File: src/rtl/core_pkg.sv
// Shared core definitions: register index width and the encodings used by the
// hazard unit for result selection and EX operand bypass selection.
package core_pkg;

    localparam int unsigned REG_ADDR_W = 5;

    typedef enum logic [1:0] {
        RES_ALU = 2'b00,
        RES_MEM = 2'b01,
        RES_PC4 = 2'b10
    } result_src_e;

    typedef enum logic [1:0] {
        FWD_RF  = 2'b00,
        FWD_WB  = 2'b01,
        FWD_MEM = 2'b10
    } forward_sel_e;

endpackage

File: src/rtl/forward_sel_unit.sv
// Bypass source selection for one EX operand. MEM holds the newer value, so it
// wins over WB; x0 and non-writing producers are never bypassed.
module forward_sel_unit
    import core_pkg::*;
(
    input  logic [REG_ADDR_W-1:0] rs,
    input  logic [REG_ADDR_W-1:0] mem_rd,
    input  logic                  mem_reg_write,
    input  logic [REG_ADDR_W-1:0] wb_rd,
    input  logic                  wb_reg_write,
    output logic [1:0]            fwd_sel
);

    logic rs_nonzero;

    assign rs_nonzero = (rs != '0);

    // Priority compare: MEM first, then WB, else register file.
    always_comb begin
        fwd_sel = FWD_RF;
        if (mem_reg_write && (mem_rd == rs) && rs_nonzero) begin
            fwd_sel = FWD_MEM;
        end else if (wb_reg_write && (wb_rd == rs) && rs_nonzero) begin
            fwd_sel = FWD_WB;
        end
    end

endmodule

File: src/rtl/hazard_unit.sv
// Pipeline hazard unit: EX operand bypass selection, load-use stall and
// branch/jump flush. A start-up window (reset, plus one cycle after release)
// forces bubbles into DE and EX and suppresses stalls and bypassing.
module hazard_unit
    import core_pkg::*;
(
    input  logic                  clk,
    input  logic                  reset,
    input  logic [REG_ADDR_W-1:0] de_rs1,
    input  logic [REG_ADDR_W-1:0] de_rs2,
    input  logic [REG_ADDR_W-1:0] ex_rs1,
    input  logic [REG_ADDR_W-1:0] ex_rs2,
    input  logic [REG_ADDR_W-1:0] ex_rd,
    input  logic                  ex_pc_src,
    input  logic [1:0]            ex_result_src,
    input  logic [REG_ADDR_W-1:0] mem_rd,
    input  logic                  mem_reg_write,
    input  logic [REG_ADDR_W-1:0] wb_rd,
    input  logic                  wb_reg_write,
    output logic                  if_stall,
    output logic                  de_stall,
    output logic                  de_flush,
    output logic                  ex_flush,
    output logic [1:0]            ex_op1_forward,
    output logic [1:0]            ex_op2_forward
);

    logic       init_d;
    logic       init_q;
    logic       lw_stall;
    logic       start_window;
    logic [1:0] op1_sel;
    logic [1:0] op2_sel;

    forward_sel_unit u_fwd_op1 (
        .rs            (ex_rs1),
        .mem_rd        (mem_rd),
        .mem_reg_write (mem_reg_write),
        .wb_rd         (wb_rd),
        .wb_reg_write  (wb_reg_write),
        .fwd_sel       (op1_sel)
    );

    forward_sel_unit u_fwd_op2 (
        .rs            (ex_rs2),
        .mem_rd        (mem_rd),
        .mem_reg_write (mem_reg_write),
        .wb_rd         (wb_rd),
        .wb_reg_write  (wb_reg_write),
        .fwd_sel       (op2_sel)
    );

    // init_q is set by every reset edge and cleared by the first edge without reset.
    always_comb begin
        init_d = reset;
    end

    // Start-up flag register (synchronous reset).
    always_ff @(posedge clk) begin
        if (reset) begin
            init_q <= 1'b1;
        end else begin
            init_q <= init_d;
        end
    end

    assign start_window = reset | init_q;

    // Load in EX whose destination is read by the instruction in DE.
    always_comb begin
        lw_stall = (ex_result_src == RES_MEM) && (ex_rd != '0) &&
                   ((de_rs1 == ex_rd) || (de_rs2 == ex_rd));
    end

    // Output decode; the start-up window overrides all hazard logic.
    always_comb begin
        if_stall       = lw_stall;
        de_stall       = lw_stall;
        de_flush       = ex_pc_src;
        ex_flush       = lw_stall | ex_pc_src;
        ex_op1_forward = op1_sel;
        ex_op2_forward = op2_sel;
        if (start_window) begin
            if_stall       = 1'b0;
            de_stall       = 1'b0;
            de_flush       = 1'b1;
            ex_flush       = 1'b1;
            ex_op1_forward = FWD_RF;
            ex_op2_forward = FWD_RF;
        end
    end

endmodule

File: config.mk
export PLATFORM = sky130hd
export DESIGN_NAME = hazard_unit
export DESIGN_NICKNAME = d
export VERILOG_FILES = /design/src/rtl/core_pkg.sv /design/src/rtl/forward_sel_unit.sv /design/src/rtl/hazard_unit.sv
export SDC_FILE = /design/constraint.sdc
export NUM_CORES = 1
export LEC_CHECK = 0
export ABC_AREA = 1
export ABC_CLOCK_PERIOD_IN_PS = 2800
export BUFFER_PORTS_ARGS = -buffer_cell sky130_fd_sc_hd__buf_4
export CORE_AREA = 3 3 49 51
export DETAILED_ROUTE_END_ITERATION = 8
export DIE_AREA = 0 0 52 54
export GPL_ROUTABILITY_DRIVEN = 0
export HOLD_SLACK_MARGIN = 0.05
export PLACE_DENSITY_LB_ADDON = 0.12
export RECOVER_POWER = 25
export SLEW_MARGIN = 20
export SYNTH_ARGS = -nofsm -noshare
export SYNTH_HDL_FRONTEND = slang
export SYNTH_HIERARCHICAL = 1
export SYNTH_SLANG_ARGS = --single-unit
File: constraint.sdc
create_clock -name clk -period 2.8 [get_ports clk]
set_clock_uncertainty 0.2 [all_clocks]
set_input_delay 0.28 -clock clk [delete_from_list [all_inputs] [get_ports clk]]
set_output_delay 0.28 -clock clk [all_outputs]
set_load 0.01 [all_outputs]
# Word level (Yosys, flattened, before mapping)
# Index checks and enable logic that the tools add are counted.
op_classes:
  n_eq_ne: 7
  muxes: 10
  bitwise_logic: 2
  reduce_logical: 14
op_table:
  columns: ["cell", "n"]
  rows:
  - ["5-bit == test", 6]
  - ["5-bit nonzero test", 3]
  - ["1-bit logical AND", 10]
  - ["2-bit two-way mux", 4]
  - ["1-bit two-way mux", 6]
  - ["2-bit by 1-bit == test with 1-bit output, second input constant", 1]
  - ["1-bit OR", 2]
  - ["1-bit logical OR", 1]
word_totals:
  regBits: 1
  in_bits: 42
  out_inout_bits: 8
  wordCells: 34

# Longest topological paths before layout
depth:
  word_depth: 6
  ltp_mapped: 10
  ltp_nobuf: 10

# By module
# The synthesis kept the hierarchy.
modules_own_cells:
  columns: ["mod", "instances", "cells_each", "area_each_um2", "seq_area_each_um2"]
  rows:
  - ["forward_sel_unit", 2, 61, 241.5, 0.0]
  - ["hazard_unit", 1, 66, 291.5, 20.0]

# Worst setup path after synthesis
# Ideal clock, no wire load.
synth_path:
  path_kind: "input -> output"
  start: "in ex_rd[4]"
  end: "out if_stall"
  t_arrival_ns: 0.953
  required_ns: 2.320
  path_slack_ns: 1.367
  cell_stages: 9
  path_buffers: 1
  cell_sequence: "inv_2 > nand2_1 > nand2_1 > nor2_1 > nand3_1 > nand2_1 > nand2_2 > nor2_2 > buf_4"
synth_between:
  elab_chain_cells: 4
  word_cells_on_any_way: 7
  cone_classes: "eq/ne (2); mux (1); reduce/logical (4)"
synth_rtl:
  columns: ["element", "line_no", "source"]
  rows:
  - ["start, declared", "hazard_unit.sv:13", "input logic [REG_ADDR_W-1:0] ex_rd,"]
  - ["5-bit == test or 5-bit nonzero test (tied branches)", "hazard_unit.sv:72, hazard_unit.sv:71", null]
  - ["1-bit logical OR or 1-bit logical AND (tied branches)", "hazard_unit.sv:72, hazard_unit.sv:71", null]
  - ["1-bit logical AND (*)", "hazard_unit.sv:71", "lw_stall = (ex_result_src == RES_MEM) && (ex_rd != '0) &&"]
  - ["1-bit two-way mux (*)", null, null]
  - ["end, declared", "hazard_unit.sv:20", "output logic if_stall,"]
# Mark *: on every way between the ends. The rest lies on a longest branch, timed or not.

# Worst setup path in the final report
layout_path:
  start: "in ex_rs2[3]"
  end: "out ex_op2_forward[0]"
layout_between:
  elab_chain_cells: 6
  word_cells_on_any_way: 10
  cone_classes: "eq/ne (2); mux (3); reduce/logical (5)"
layout_rtl:
  columns: ["element", "line_no", "source"]
  rows:
  - ["start, declared", "hazard_unit.sv:12", "input logic [REG_ADDR_W-1:0] ex_rs2,"]
  - ["5-bit == test", "forward_sel_unit.sv:23", "end else if (wb_reg_write && (wb_rd == rs) && rs_nonzero) begin"]
  - ["1-bit logical AND (2 in series)", "forward_sel_unit.sv:23", null]
  - ["1-bit two-way mux", "forward_sel_unit.sv:23", null]
  - ["2-bit two-way mux (*)", "forward_sel_unit.sv:21", "if (mem_reg_write && (mem_rd == rs) && rs_nonzero) begin"]
  - ["via op2_sel[0]", "hazard_unit.sv:33", "logic [1:0] op2_sel;"]
  - ["2-bit two-way mux (*)", "hazard_unit.sv:83", "if (start_window) begin"]
  - ["end, declared", "hazard_unit.sv:25", "output logic [1:0] ex_op2_forward"]
# Mark *: on every way through the listed nets, which the timed path passes. The rest lies on a longest branch.

==> PnR_summary.wiki <==
{| class="wikitable"
! Metric !! Value
|-
| Outcome || finished clean
|-
| Port buffer count || 49
|-
| Width of the die || 52 microns
|-
| Count of instances resized after the clock tree is built || 0
|-
| Power per cell area || 130.8 nW/um^2
|-
| Area taken by flip-flops and latches || 20.02 sq um
|-
| Wire length per cell after detailed routing || 7.437 microns
|-
| Largest register FFs || 1
|-
| Worst-case hold slack || 0.2184 ns
|-
| All-layer global routing usage || 13.49%
|-
| Vertical die dimension || 54 microns
|-
| Tightest Pin Transition || 0.1929 ns
|-
| Via Count || 1,048
|-
| Number of diodes || 0
|-
| Maximum number of pins on one net before global-route repair || 7
|-
| Combined area of all synthesized cells || 774.5 sq um
|-
| Share of cells above drive strength 1 || 27.54%
|-
| Overflow after GRT || 0
|-
| Startpoint of the most critical setup path || ex_rs2[3]
|-
| Largest Register || init_q
|-
| Final setup fails || 0
|-
| Worst Setup Start Kind || input port
|-
| Slew HR || 87.12%
|-
| Number of placed cells counting well taps || 263
|-
| Placeable Area || 1982 sq um
|-
| Area Growth Syn to Fin || 50.40%
|-
| Most used standard cells in the synthesized netlist || 82 x sky130_fd_sc_hd__nand2_1, 40 x sky130_fd_sc_hd__inv_1, 37 x sky130_fd_sc_hd__nor2_1
|-
| Filler cells || 236
|-
| Post-CTS Setup Repair Bufs || 0
|-
| Number of global-route vias before repair || 777
|-
| Cell Rows || 16
|-
| Post-route non-filler standard cell count || 263
|-
| Warning count from the yosys run || 6
|-
| Fmax || 617.4 MHz
|-
| Family with the most delay on the worst path || simple AND/OR/NAND/NOR gates
|-
| Quantity of hold-fixing buffers added after cts || 0
|-
| Largest registers ranked by flip-flop count || init_q x1
|-
| Mean number of vias per cell || 3.985
|-
| Clock period minus worst slack || 1.620 ns
|-
| Gate count after technology mapping || 188
|-
| DIE AREA || 2808 sq um
|-
| Clock-pin slew reported for the worst setup and hold paths after clock tree synthesis || 0 ns
|-
| Sequential-to-total area share from yosys stat || 2.585%
|-
| Initial antenna violation count || 0
|-
| Final cycle utilization of the critical path || 57.85%
|-
| RSZ-0062 raised after global routing || false
|-
| Post-DP HPWL || 1772 microns
|-
| Final standard cell area without fillers || 1165 sq um
|-
| Number of failing hold endpoints at the final stage || 0
|-
| Average size of a mapped cell || 4.120 sq um
|-
| Register bit total from synthesis || 1
|-
| Worst setup EP type || primary output
|-
| Final net count || 280
|-
| Post-synth ARST share || 0%
|-
| Number of pins exceeding their max-slew limit in the final report || 0
|-
| Highest ir drop seen on vdd || 69.47 uV
|-
| Cell types occupying the most area after synthesis || sky130_fd_sc_hd__nand2_1 40%, sky130_fd_sc_hd__inv_1 19%, sky130_fd_sc_hd__nor2_1 18%, sky130_fd_sc_hd__inv_2 5.3%, sky130_fd_sc_hd__nand3_1 3.9%
|-
| Routed wire length || 1956 microns
|-
| Cells along the critical path || buf_4 > inv_1 > nor2_1 > nor2_1 > nand2_1 > nor2_1 > nand2_1 > nor2_1 > inv_1 > nor2_1 > buf_4
|-
| Most used standard cell by instance count after synthesis || sky130_fd_sc_hd__nand2_1
|-
| Kind of critical path || input port to primary output
|-
| Remaining design rule violation count || 0
|-
| Number of nets produced by synthesis || 230
|-
| Post-synth cell types || 13
|-
| Leakage power figure || 0.8127 nW
|-
| Most common cell on crit path || sky130_fd_sc_hd__nor2_1
|-
| Slowest Stage Delay on Critical Path || 0.13 ns
|-
| Count of max-cap constraint violations || 0
|-
| Cell type with the largest total area after synthesis || sky130_fd_sc_hd__nand2_1
|-
| Critical hold path startpoint || reset
|-
| Total negative setup slack || 0 ns
|-
| Post-layout utilization of the core || 58.78%
|-
| Count of flip-flops with a built-in enable after synthesis || 0
|-
| Detailed-routing iteration count for the pre-antenna-repair pass || 4
|-
| 1st-iter DRT viols || 12
|-
| Combined area of the multi-input logic cells || 555.5 sq um
|-
| Final antenna-violating net count || 0
|-
| Arr. time, crit path || 1.14 ns
|-
| Highest fanout seen on the critical path || 3
|-
| Data required time of the critical path || 2.32 ns
|-
| Share of the synthesized area in the top cell type || 39.74%
|-
| Cell type of the slowest stage on the worst timing path || sky130_fd_sc_hd__buf_4
|-
| Global-route wire length before repair || 3105 microns
|-
| # IOs || 50
|-
| Worst hold path class || input port to flop
|-
| Primary flip-flop cell chosen by synthesis mapping || sky130_fd_sc_hd__dfxtp_1
|-
| Initial Utilization || 39.08%
|-
| Buffer and inverter count on the worst path || 4
|-
| Total placed instance area || 1169 sq um
|}
-- report_power, final --
part           leakage (nW)  internal [mW]  switching [mW]
Sequential          0.00844         0.0153        0.000180
Clock                     0              0               0
Combinational         0.804         0.0688          0.0680
Total                 0.813         0.0841          0.0682
-- path summary, 6_finish.rpt --
kind	end	slack (ns)	cells after the start
setup / recovery	ex_op2_forward[0]	1.18	11
hold / removal	init_q$_DFF_P_	0.22	1
-- kinds of logic after synthesis --
family | after synthesis | synth area share (%)
buffers and inverters | 52 | 25.69
xor gates and xnor gates | 2 | 2.262
DFF | 1 | 2.585
and+or+nand+nor | 133 | 69.47
-- cell type report --
| class | count | share of cell area, % |
|---|---|---|
| Timing Repair Buffer | 49 | 31.26 |
| Multi-Input combinational cell | 135 | 47.69 |
| Inverter | 51 | 16.43 |
| Tap cell | 27 | 2.900 |
| Sequential cell | 1 | 1.719 |
-- layer usage --
metal | track usage (%) | vias to the layer above | wire length [microns]
met4 | 0 | 0 | 0
li1 | - | 620 | -
met3 | 0.8310 | 0 | 169
met5 | 0 | - | 0
met2 | 20.71 | 28 | 783
met1 | 21.36 | 400 | 1003
-- cell usage in the layout (no fill, tap or decap), drive strengths merged --
master | netlist | final
buf | 1 | 47
clkbuf | 0 | 2
dfxtp | 1 | 1
nand3 | 6 | 6
nand4 | 1 | 1
nand3b | 1 | 1
inv | 51 | 51
nand2 | 85 | 85
xnor2 | 2 | 2
nor2 | 40 | 40
-- metrics by stage --
step                total power [mW]  setup slack [ns]
detailed placement            0.1536             1.163
global route                  0.1725             1.036
finish                        0.1523             1.180
CTS                           0.1542             1.163
global placement              0.1539             1.153
floorplan                    0.08270             1.367
No activity file was read; power rests on OpenSTA's default activity.
